[src/rtl/irda_int_dma_ctrl_if.sv]
// DMA handshake bundle for irda_int_dma_ctrl: enable, and request/acknowledge
// pairs for the RX and TX channels.
interface irda_int_dma_ctrl_if;
    logic use_dma_i;
    logic dma_req_r_o;
    logic dma_ack_r_i;
    logic dma_req_t_o;
    logic dma_ack_t_i;

    // master: system DMA / register-file side; slave: the controller.
    modport master (
        output use_dma_i, dma_ack_r_i, dma_ack_t_i,
        input  dma_req_r_o, dma_req_t_o
    );
    modport slave (
        input  use_dma_i, dma_ack_r_i, dma_ack_t_i,
        output dma_req_r_o, dma_req_t_o
    );
endinterface

[src/rtl/irda_int_dma_ctrl.sv]
// IrDA interrupt, status and burst DMA-request controller.
// Define IRDA_RX_TIMEOUT_EN to build the RX idle-timeout source (status bit 2).
module irda_int_dma_ctrl #(
    parameter int FIFO_PTR_W = 4,
    parameter int N_EVT      = 5,
    parameter int DMA_BURST  = 4,
    parameter int TO_CYCLES  = 64
) (
    input  logic                  clk,
    input  logic                  wb_rst_i,
    input  logic [FIFO_PTR_W:0]   rx_count_i,
    input  logic [FIFO_PTR_W:0]   tx_count_i,
    input  logic [FIFO_PTR_W:0]   rx_level_i,
    input  logic [FIFO_PTR_W:0]   tx_level_i,
    input  logic                  rx_push_i,
    input  logic                  rx_pop_i,
    input  logic [N_EVT-1:0]      evt_i,
    input  logic                  busy_i,
    input  logic [N_EVT+2:0]      ier_i,
    input  logic                  u_int_i,
    input  logic                  stat_rd_i,
    output logic [N_EVT+3:0]      stat_o,
    output logic                  int_o,
    irda_int_dma_ctrl_if.slave    dma
);

    localparam int               CW          = FIFO_PTR_W + 1;
    localparam logic [CW-1:0]    DEPTH       = CW'(2**FIFO_PTR_W);
    localparam logic [CW-1:0]    BURST       = CW'(DMA_BURST);
    // TX free space >= burst, rewritten so the subtraction is on constants.
    localparam logic [CW-1:0]    TX_MAX_FILL = DEPTH - BURST;
    localparam int               BW          = $clog2(DMA_BURST + 1);
    localparam logic [BW-1:0]    BEAT_LAST   = BW'(DMA_BURST - 1);

    typedef enum logic [1:0] {
        IDLE = 2'd0,
        REQ  = 2'd1,
        GAP  = 2'd2
    } dma_state_e;

    logic rx_lvl;
    logic tx_lvl;
    logic to_fire;

    assign rx_lvl = rx_count_i >= rx_level_i;
    assign tx_lvl = tx_count_i <= tx_level_i;

`ifdef IRDA_RX_TIMEOUT_EN
    localparam int            TW      = $clog2(TO_CYCLES + 1);
    localparam logic [TW-1:0] TO_LAST = TW'(TO_CYCLES - 1);
    localparam logic [TW-1:0] TO_HOLD = TW'(TO_CYCLES);

    logic [TW-1:0] to_cnt_q;
    logic          to_fire_q;
    logic          to_qual;

    assign to_qual = (rx_count_i != '0) && (rx_count_i < rx_level_i) &&
                     !rx_push_i && !rx_pop_i;

    // Parking at TO_HOLD makes the pulse one-shot per idle period.
    always_ff @(posedge clk) begin
        if (wb_rst_i) begin
            to_cnt_q  <= '0;
            to_fire_q <= 1'b0;
        end else begin
            to_fire_q <= 1'b0;
            if (!to_qual) begin
                to_cnt_q <= '0;
            end else if (to_cnt_q == TO_LAST) begin
                to_cnt_q  <= TO_HOLD;
                to_fire_q <= 1'b1;
            end else if (to_cnt_q != TO_HOLD) begin
                to_cnt_q <= to_cnt_q + 1'b1;
            end
        end
    end

    assign to_fire = to_fire_q;
`else
    logic unused_rx_strobes;

    assign unused_rx_strobes = rx_push_i ^ rx_pop_i;
    assign to_fire           = 1'b0;
`endif

    logic [N_EVT+3:0] stat_q;
    logic [N_EVT+3:0] stat_d;
    logic [N_EVT+2:0] cond;
    logic [N_EVT+2:0] prev_q;
    logic [N_EVT+2:0] rise;
    logic             int_q;

    // NOTE: every always_comb output gets a default first so no latch is inferred.
    always_comb begin
        stat_d              = '0;
        stat_d[0]           = rx_lvl;
        stat_d[1]           = tx_lvl;
        stat_d[2]           = to_fire | (stat_q[2] & ~stat_rd_i);
        stat_d[N_EVT+2:3]   = evt_i | (stat_q[N_EVT+2:3] & {N_EVT{~stat_rd_i}});
        stat_d[N_EVT+3]     = busy_i;
    end

    assign cond = {evt_i, to_fire, tx_lvl, rx_lvl};
    assign rise = cond & ~prev_q;

    // NOTE: registered state uses non-blocking assignments so every flop samples pre-edge values.
    always_ff @(posedge clk) begin
        if (wb_rst_i) begin
            stat_q <= '0;
            prev_q <= '0;
            int_q  <= 1'b0;
        end else begin
            stat_q <= stat_d;
            prev_q <= cond;
            int_q  <= u_int_i | (|(ier_i & rise));
        end
    end

    assign stat_o = stat_q;
    assign int_o  = int_q;

    // Channel 0 = RX, channel 1 = TX.
    dma_state_e    state_q [2];
    dma_state_e    state_d [2];
    logic [BW-1:0] beat_q  [2];
    logic [BW-1:0] beat_d  [2];
    logic [1:0]    start;
    logic [1:0]    ack;

    assign start[0] = rx_lvl && (rx_count_i >= BURST);
    assign start[1] = tx_lvl && (tx_count_i <= TX_MAX_FILL);
    assign ack      = {dma.dma_ack_t_i, dma.dma_ack_r_i};

    always_ff @(posedge clk) begin
        if (wb_rst_i) begin
            for (int ch = 0; ch < 2; ch++) begin
                state_q[ch] <= IDLE;
                beat_q[ch]  <= '0;
            end
        end else begin
            for (int ch = 0; ch < 2; ch++) begin
                state_q[ch] <= state_d[ch];
                beat_q[ch]  <= beat_d[ch];
            end
        end
    end

    always_comb begin
        for (int ch = 0; ch < 2; ch++) begin
            state_d[ch] = state_q[ch];
            beat_d[ch]  = beat_q[ch];
            if (!dma.use_dma_i) begin
                state_d[ch] = IDLE;
                beat_d[ch]  = '0;
            end else begin
                case (state_q[ch])
                    IDLE: begin
                        if (start[ch]) begin
                            state_d[ch] = REQ;
                        end
                    end
                    REQ: begin
                        if (ack[ch]) begin
                            if (beat_q[ch] == BEAT_LAST) begin
                                state_d[ch] = GAP;
                                beat_d[ch]  = '0;
                            end else begin
                                beat_d[ch] = beat_q[ch] + 1'b1;
                            end
                        end
                    end
                    // GAP guarantees one idle cycle before the next request.
                    GAP: begin
                        state_d[ch] = IDLE;
                    end
                    default: begin
                        state_d[ch] = IDLE;
                        beat_d[ch]  = '0;
                    end
                endcase
            end
        end
    end

    assign dma.dma_req_r_o = (state_q[0] == REQ);
    assign dma.dma_req_t_o = (state_q[1] == REQ);

endmodule
[src/flat_wrapper.sv]
// flat-port wrapper written by rule: the top's interface ports become plain ports
module irda_int_dma_ctrl_flat 
#(
    parameter int FIFO_PTR_W = 4,
    parameter int N_EVT      = 5,
    parameter int DMA_BURST  = 4,
    parameter int TO_CYCLES  = 64
)
  (clk, wb_rst_i, rx_count_i, tx_count_i, rx_level_i, tx_level_i, rx_push_i, rx_pop_i, evt_i, busy_i, ier_i, u_int_i, stat_rd_i, stat_o, int_o, dma_use_dma_i, dma_dma_ack_r_i, dma_dma_ack_t_i, dma_dma_req_r_o, dma_dma_req_t_o);
  irda_int_dma_ctrl_if dma_i ();
  input  logic clk;
  input  logic wb_rst_i;
  input  logic [FIFO_PTR_W:0] rx_count_i;
  input  logic [FIFO_PTR_W:0] tx_count_i;
  input  logic [FIFO_PTR_W:0] rx_level_i;
  input  logic [FIFO_PTR_W:0] tx_level_i;
  input  logic rx_push_i;
  input  logic rx_pop_i;
  input  logic [N_EVT-1:0] evt_i;
  input  logic busy_i;
  input  logic [N_EVT+2:0] ier_i;
  input  logic u_int_i;
  input  logic stat_rd_i;
  output logic [N_EVT+3:0] stat_o;
  output logic int_o;
  input wire logic [$bits(dma_i.use_dma_i)-1:0] dma_use_dma_i;
  input wire logic [$bits(dma_i.dma_ack_r_i)-1:0] dma_dma_ack_r_i;
  input wire logic [$bits(dma_i.dma_ack_t_i)-1:0] dma_dma_ack_t_i;
  output wire logic [$bits(dma_i.dma_req_r_o)-1:0] dma_dma_req_r_o;
  output wire logic [$bits(dma_i.dma_req_t_o)-1:0] dma_dma_req_t_o;
  assign dma_i.use_dma_i = dma_use_dma_i;
  assign dma_i.dma_ack_r_i = dma_dma_ack_r_i;
  assign dma_i.dma_ack_t_i = dma_dma_ack_t_i;
  assign dma_dma_req_r_o = dma_i.dma_req_r_o;
  assign dma_dma_req_t_o = dma_i.dma_req_t_o;
  irda_int_dma_ctrl #(.FIFO_PTR_W(FIFO_PTR_W), .N_EVT(N_EVT), .DMA_BURST(DMA_BURST), .TO_CYCLES(TO_CYCLES)) u_core (.clk(clk), .wb_rst_i(wb_rst_i), .rx_count_i(rx_count_i), .tx_count_i(tx_count_i), .rx_level_i(rx_level_i), .tx_level_i(tx_level_i), .rx_push_i(rx_push_i), .rx_pop_i(rx_pop_i), .evt_i(evt_i), .busy_i(busy_i), .ier_i(ier_i), .u_int_i(u_int_i), .stat_rd_i(stat_rd_i), .stat_o(stat_o), .int_o(int_o), .dma(dma_i));
endmodule
[config.mk]
export PLATFORM = sky130hd
export DESIGN_NAME = irda_int_dma_ctrl_flat
export DESIGN_NICKNAME = d
export VERILOG_FILES = /design/src/rtl/irda_int_dma_ctrl_if.sv /design/src/rtl/irda_int_dma_ctrl.sv /design/src/flat_wrapper.sv
export SDC_FILE = /design/constraint.sdc
export NUM_CORES = 1
export LEC_CHECK = 0
export CAP_MARGIN = 20
export CORE_MARGIN = 3
export CORE_UTILIZATION = 36
export DETAILED_ROUTE_END_ITERATION = 10
export PLACE_DENSITY_LB_ADDON = 0.1
export SETUP_SLACK_MARGIN = 0.1
export SLEW_MARGIN = 10
export SYNTH_ARGS = -nofsm -noshare
export SYNTH_HDL_FRONTEND = slang
export SYNTH_SLANG_ARGS = --single-unit
[constraint.sdc]
create_clock -name clk -period 1.4 [get_ports clk]
set_input_delay 0.28 -clock clk [delete_from_list [all_inputs] [get_ports clk]]
set_output_delay 0.28 -clock clk [all_outputs]
set_load 0.02 [all_outputs]
# After elaboration in Yosys (flattened, before gate mapping)
# Memory sizes are Yosys's and may differ from the RTL's.
# Index checks and enable logic that the tools add are counted.
[totals]
register_bits = 18
ram_bits = 10
word_cells = 62
mem_count = 2
[op_classes]
add_sub_neg = 2
magnitude_cmp = 4
n_eq_ne = 6
mux = 25
bitwise_logic = 12
n_reduce_logical = 7
[memory_table]
columns = ["name", "depth", "width", "rd", "rd_clocked_by_memory_dff", "write_ports", "line_no", "source"]
rows = [
  ["u_core.beat_q", 2, 3, 2, 0, 2, "irda_int_dma_ctrl.sv:125", "logic [BW-1:0] beat_q [2];"],
  ["u_core.state_q", 2, 2, 2, 0, 2, "irda_int_dma_ctrl.sv:123", "dma_state_e state_q [2];"],
]
[op_table]
columns = ["cell", "count"]
rows = [
  ["$mux 3", 8],
  ["$mux 2", 10],
  ["$and 8x8->8", 2],
  ["$pmux 3 s2", 2],
  ["$not 8->8", 1],
  ["$pmux 2 s2", 2],
  ["$reduce_or 8->1", 1],
  ["$add 3x1->3 const B", 2],
  ["$eq 3x2->1 const B", 2],
  ["$and 5x5->5", 1],
  ["$ge 5x3->1 const B", 1],
  ["$ge 5x5->1", 1],
  ["$le 5x4->1 const B", 1],
  ["$le 5x5->1", 1],
  ["$or 1x1->1", 5],
  ["$or 5x5->5", 1],
  ["$eq 2x1->1 const B", 2],
  ["$eq 2x2->1 const B", 2],
  ["$logic_not 2->1", 2],
  ["$reduce_or 2->1", 2],
  ["$mux 1", 3],
  ["$logic_and 1x1->1", 2],
  ["$and 1x1->1", 1],
  ["$not 1->1", 1],
]

# Depth between registers and ports, before layout
# An unclocked memory read counts as a cell.
[depth]
word_depth = 7
ltp_mapped = 7
mapped_depth_nobuf = 7

# Least setup slack after synthesis
# OpenSTA, ideal clock, no wires.
[synth_path]
path_kind = "input-to-reg"
startpoint = "in rx_count_i[0]"
endpoint = "mem u_core.state_q[0][0] (netlist bit)"
arrival_time_ns = 1.387
required_ns = 1.321
path_slack_ns = -0.066
stages = 7
path_buffers = 0
path_cell_list = "inv_1 -> ha_1 -> nor2b_4 -> o21ai_1 -> a31oi_1 -> or3_1 -> a211oi_2"
[synth_rtl]
columns = ["element", "line_no", "source"]
rows = [
  ["start: declaration", "flat_wrapper.sv:13", "input logic [FIFO_PTR_W:0] rx_count_i;"],
  ["end: declaration", "irda_int_dma_ctrl.sv:123", ""],
]

==> results.md <==
- Status: completed
- H-tree depth: 1
- Worst-path maximum fanout: 2
- Share of cells above drive strength 1: 36.3%
- Final WL: 3100 microns
- DP HPWL: 2530 microns
- Sequential cell area fraction in the yosys report: 40.6%
- PortBufs: 51
- Max-Cap Viols: 0
- Vias in the first global route: 1270
- Nets: 271
- Skew final: 0.00809 ns
- RSZ-0062 raised after global routing: true
- Pins Over Slew Limit: 0
- Routed wire length per instance: 12.0 microns
- Most used flip-flop cell after synthesis: dfxtp_1
- First-pass GRT wire length: 5330 microns
- Critical Path AT: 1.58 ns
- Initial antenna violation count: 0
- Worst setup path startpoint: rx_count_i[1]
- Startpoint Class: input port
- Syn nets: 197
- Clock slew at reported path FFs: 0.14 ns
- Die Width: 64.5 microns
- Gr ovfl total: 0
- Worst setup EP type: register
- IO Pins: 55
- IR Drop Worst-Case VDD: 0.657 mV
- Crit path time final: 1.34 ns
- Slowest stage cell, crit path: or3_1
- Reg2reg setup slack: 0.23 ns
- Setup TNS: 0 ns
- Die ar.: 0.00417 sq mm
- Critical-path cell list: clkdlybuf4s15_1 > ha_4 > nand2_1 > o21ai_2 > a31oi_1 > or3_1 > a211oi_2
- GRT Total Usage: 15.9%
- Top-area cell type share of the netlist area: 40.6%
- Via count: 1203
- P_leak: 0.000916 uW
- YS warnings: 0
- Initial Util: 39.1%
- Slew @ Worst Pin: 0.239 ns
- Root buf cell: clkbuf_4
- Seq cells post-synth: 25
- Worst r2r path cells: 4
- Worst Setup Path Type: input port to register
- CTS Buf Count: 3
- Worst slew margin: 83.9%
- Reg-to-reg startpoint: u_core.prev_q[3]$_SDFF_PP0_
- EDFF count, synth: 0
- Top post-synthesis cells by area: dfxtp_1 (41%), ha_1 (12%), a21oi_1 (6.1%), inv_1 (4.3%), nor2_1 (4.3%)
- Clock latency on the worst-skew pair: 0.31 ns
- Chip height: 64.5 microns
- Slowest Stage Delay on Critical Path: 0.40 ns
- Non-Filler Instances: 259
- Synth-to-Final Area Change: 68.6%
- Core footprint: 0.00315 sq mm
- Area of the mapped netlist: 0.00123 sq mm
- Cell variety after synth: 33
- Post-synth ARST share: 0%
- Initial DRC count: 30
- Drt via density: 4.64
- GPL Wtd Cong: 0.717
- CTS tree: done
- Placed cells: 253
- Most common cell in the netlist: dfxtp_1
- Residual DRC count: 0
- TritonRoute pass-1 iters: 4
- List of most frequent post-synthesis cells: dfxtp_1 (25), a21oi_1 (15), inv_1 (14), nor2_1 (14), ha_1 (12)
- Endpoint, Worst Hold: u_core.stat_o[3]$_SDFF_PP0_
- Syn Inst Count: 142
- Yosys top cell by area: dfxtp_1
- Post-route antenna net violation count: 0
- Final Hold Fails: 0
- Num Clock Sinks: 25
- Diodes inserted: 0
- HP Start: evt_i[0]
- RR Endpoint: u_core.int_o$_SDFF_PP0_
- Pwr dens: 724 mW/mm^2
- Max Freq: 0.747 GHz
- Final Setup Violations: 0
- Final period util: 95.6%
- Row Count: 20
- Worst hold path depth: 4
- Syn avg cell area: 8.69 sq um
- HP Class: input port to register
- Largest net degree at the start of global routing: 15
- CTS max path bufs: 2
- Req. time, crit path: 1.64 ns
## cells by family (layout without fill, tap and decap cells)
logic type / Yosys count / in the layout / share of synthesized area [%]
AO/OA/AOI/OAI: 31 / 31 / 15.5
flip-flops: 25 / 25 / 40.6
adder cells (fa/ha/maj): 12 / 12 / 12.2
buffers and inverters: 19 / 92 / 6.39
AND/OR/NAND/NOR: 55 / 55 / 25.4
## cells in the final DEF, fill, tap and decap left out, types with 3 or more instances in the layout
cell and n:
dfxtp_1 23, ha_1 3, nand2b_1 5, buf_4 24
ha_4 8, clkbuf_2 12, clkbuf_4 3, nand2_1 9
nor2_1 12, dlygate4sd2_1 13, inv_2 7, a21oi_1 13
nand3b_1 5, nor2b_1 8, clkdlybuf4s50_1 18, inv_1 4
clkdlybuf4s15_1 3
## critical path, delay by kind of cell
family                   cells  cell delay (ns)
buffers and inverters        1             0.20
AO/OA/AOI/OAI                3             0.38
AND/OR/NAND/NOR              2             0.45
adder cells (fa/ha/maj)      1             0.26
## worst max path at each step
stage	slack, ns	endpoint	cells past startpoint
floorplan	0.01	u_core.state_q[0][0]$_SDFFE_PP0P_	7
global placement	-0.69	u_core.state_q[0][0]$_SDFFE_PP0P_	8
detailed placement	-0.73	u_core.state_q[0][0]$_SDFFE_PP0P_	8
CTS	0.007	u_core.state_q[0][0]$_SDFFE_PP0P_	7
global route	0.04	u_core.state_q[0][0]$_SDFFE_PP0P_	7
finish	0.06	u_core.state_q[0][0]$_SDFFE_PP0P_	7
## layout make-up
type	instances	area, sq um
Fill cell	283	1070
Multi-Input combinational cell	98	820
Timing Repair Buffer	74	604
Sequential cell	25	503
Inverter	14	70.1
Tap cell	44	55.1
Clock buffer	3	22.5
Clock inverter	1	5.00
## metrics by stage
stage | utilization, % | hold WS, ns | setup WS (ns) | total power (uW) | instance area, sq um
finish | 66.0 | 0.324 | 0.0617 | 1510 | 2080
global route | 66.0 | 0.330 | 0.0379 | 1610 | 2080
CTS | 66.1 | 0.438 | 0.00682 | 1520 | 2080
detailed placement | 63.4 | 0.436 | -0.731 | 1190 | 2000
global placement | 63.4 | 0.426 | -0.687 | 1180 | 2000
floorplan | - | 0.356 | 0.0126 | 949 | 1300
## flip-flops by register name (all words and copies together) (netlist names)
register,flops
u_core.int_o,1
u_core.state_q,4
u_core.stat_o,7
u_core.prev_q,7
u_core.beat_q,6
## report_power, final
| group | switching (uW) | total (uW) | internal, uW |
|---|---|---|---|
| Sequential | 14.1 | 758 | 744 |
| Clock | 207 | 313 | 107 |
| Combinational | 193 | 434 | 241 |
## routing by layer
layer	global-route usage (%)	share of wire, %	vias to the layer above
li1	-	-	633
met2	28.2	49	43
met5	0	0	-
met3	5.37	6.5	4
met4	3.17	0.81	0
met1	18.6	43	523
## repair_timing
| item | 4_1_cts | 5_1_grt |
|---|---|---|
| resized for setup | 71 | 33 |
| hold endpoints to repair | 0 | 0 |
| hold buffers | 0 | 0 |
| pin swaps | 7 | 11 |
| buffers inserted | 1 | 2 |
| cloned | 0 | 0 |
| endpoints found under the setup margin | 17 | 14 |
No activity file was read; power rests on OpenSTA's default activity.
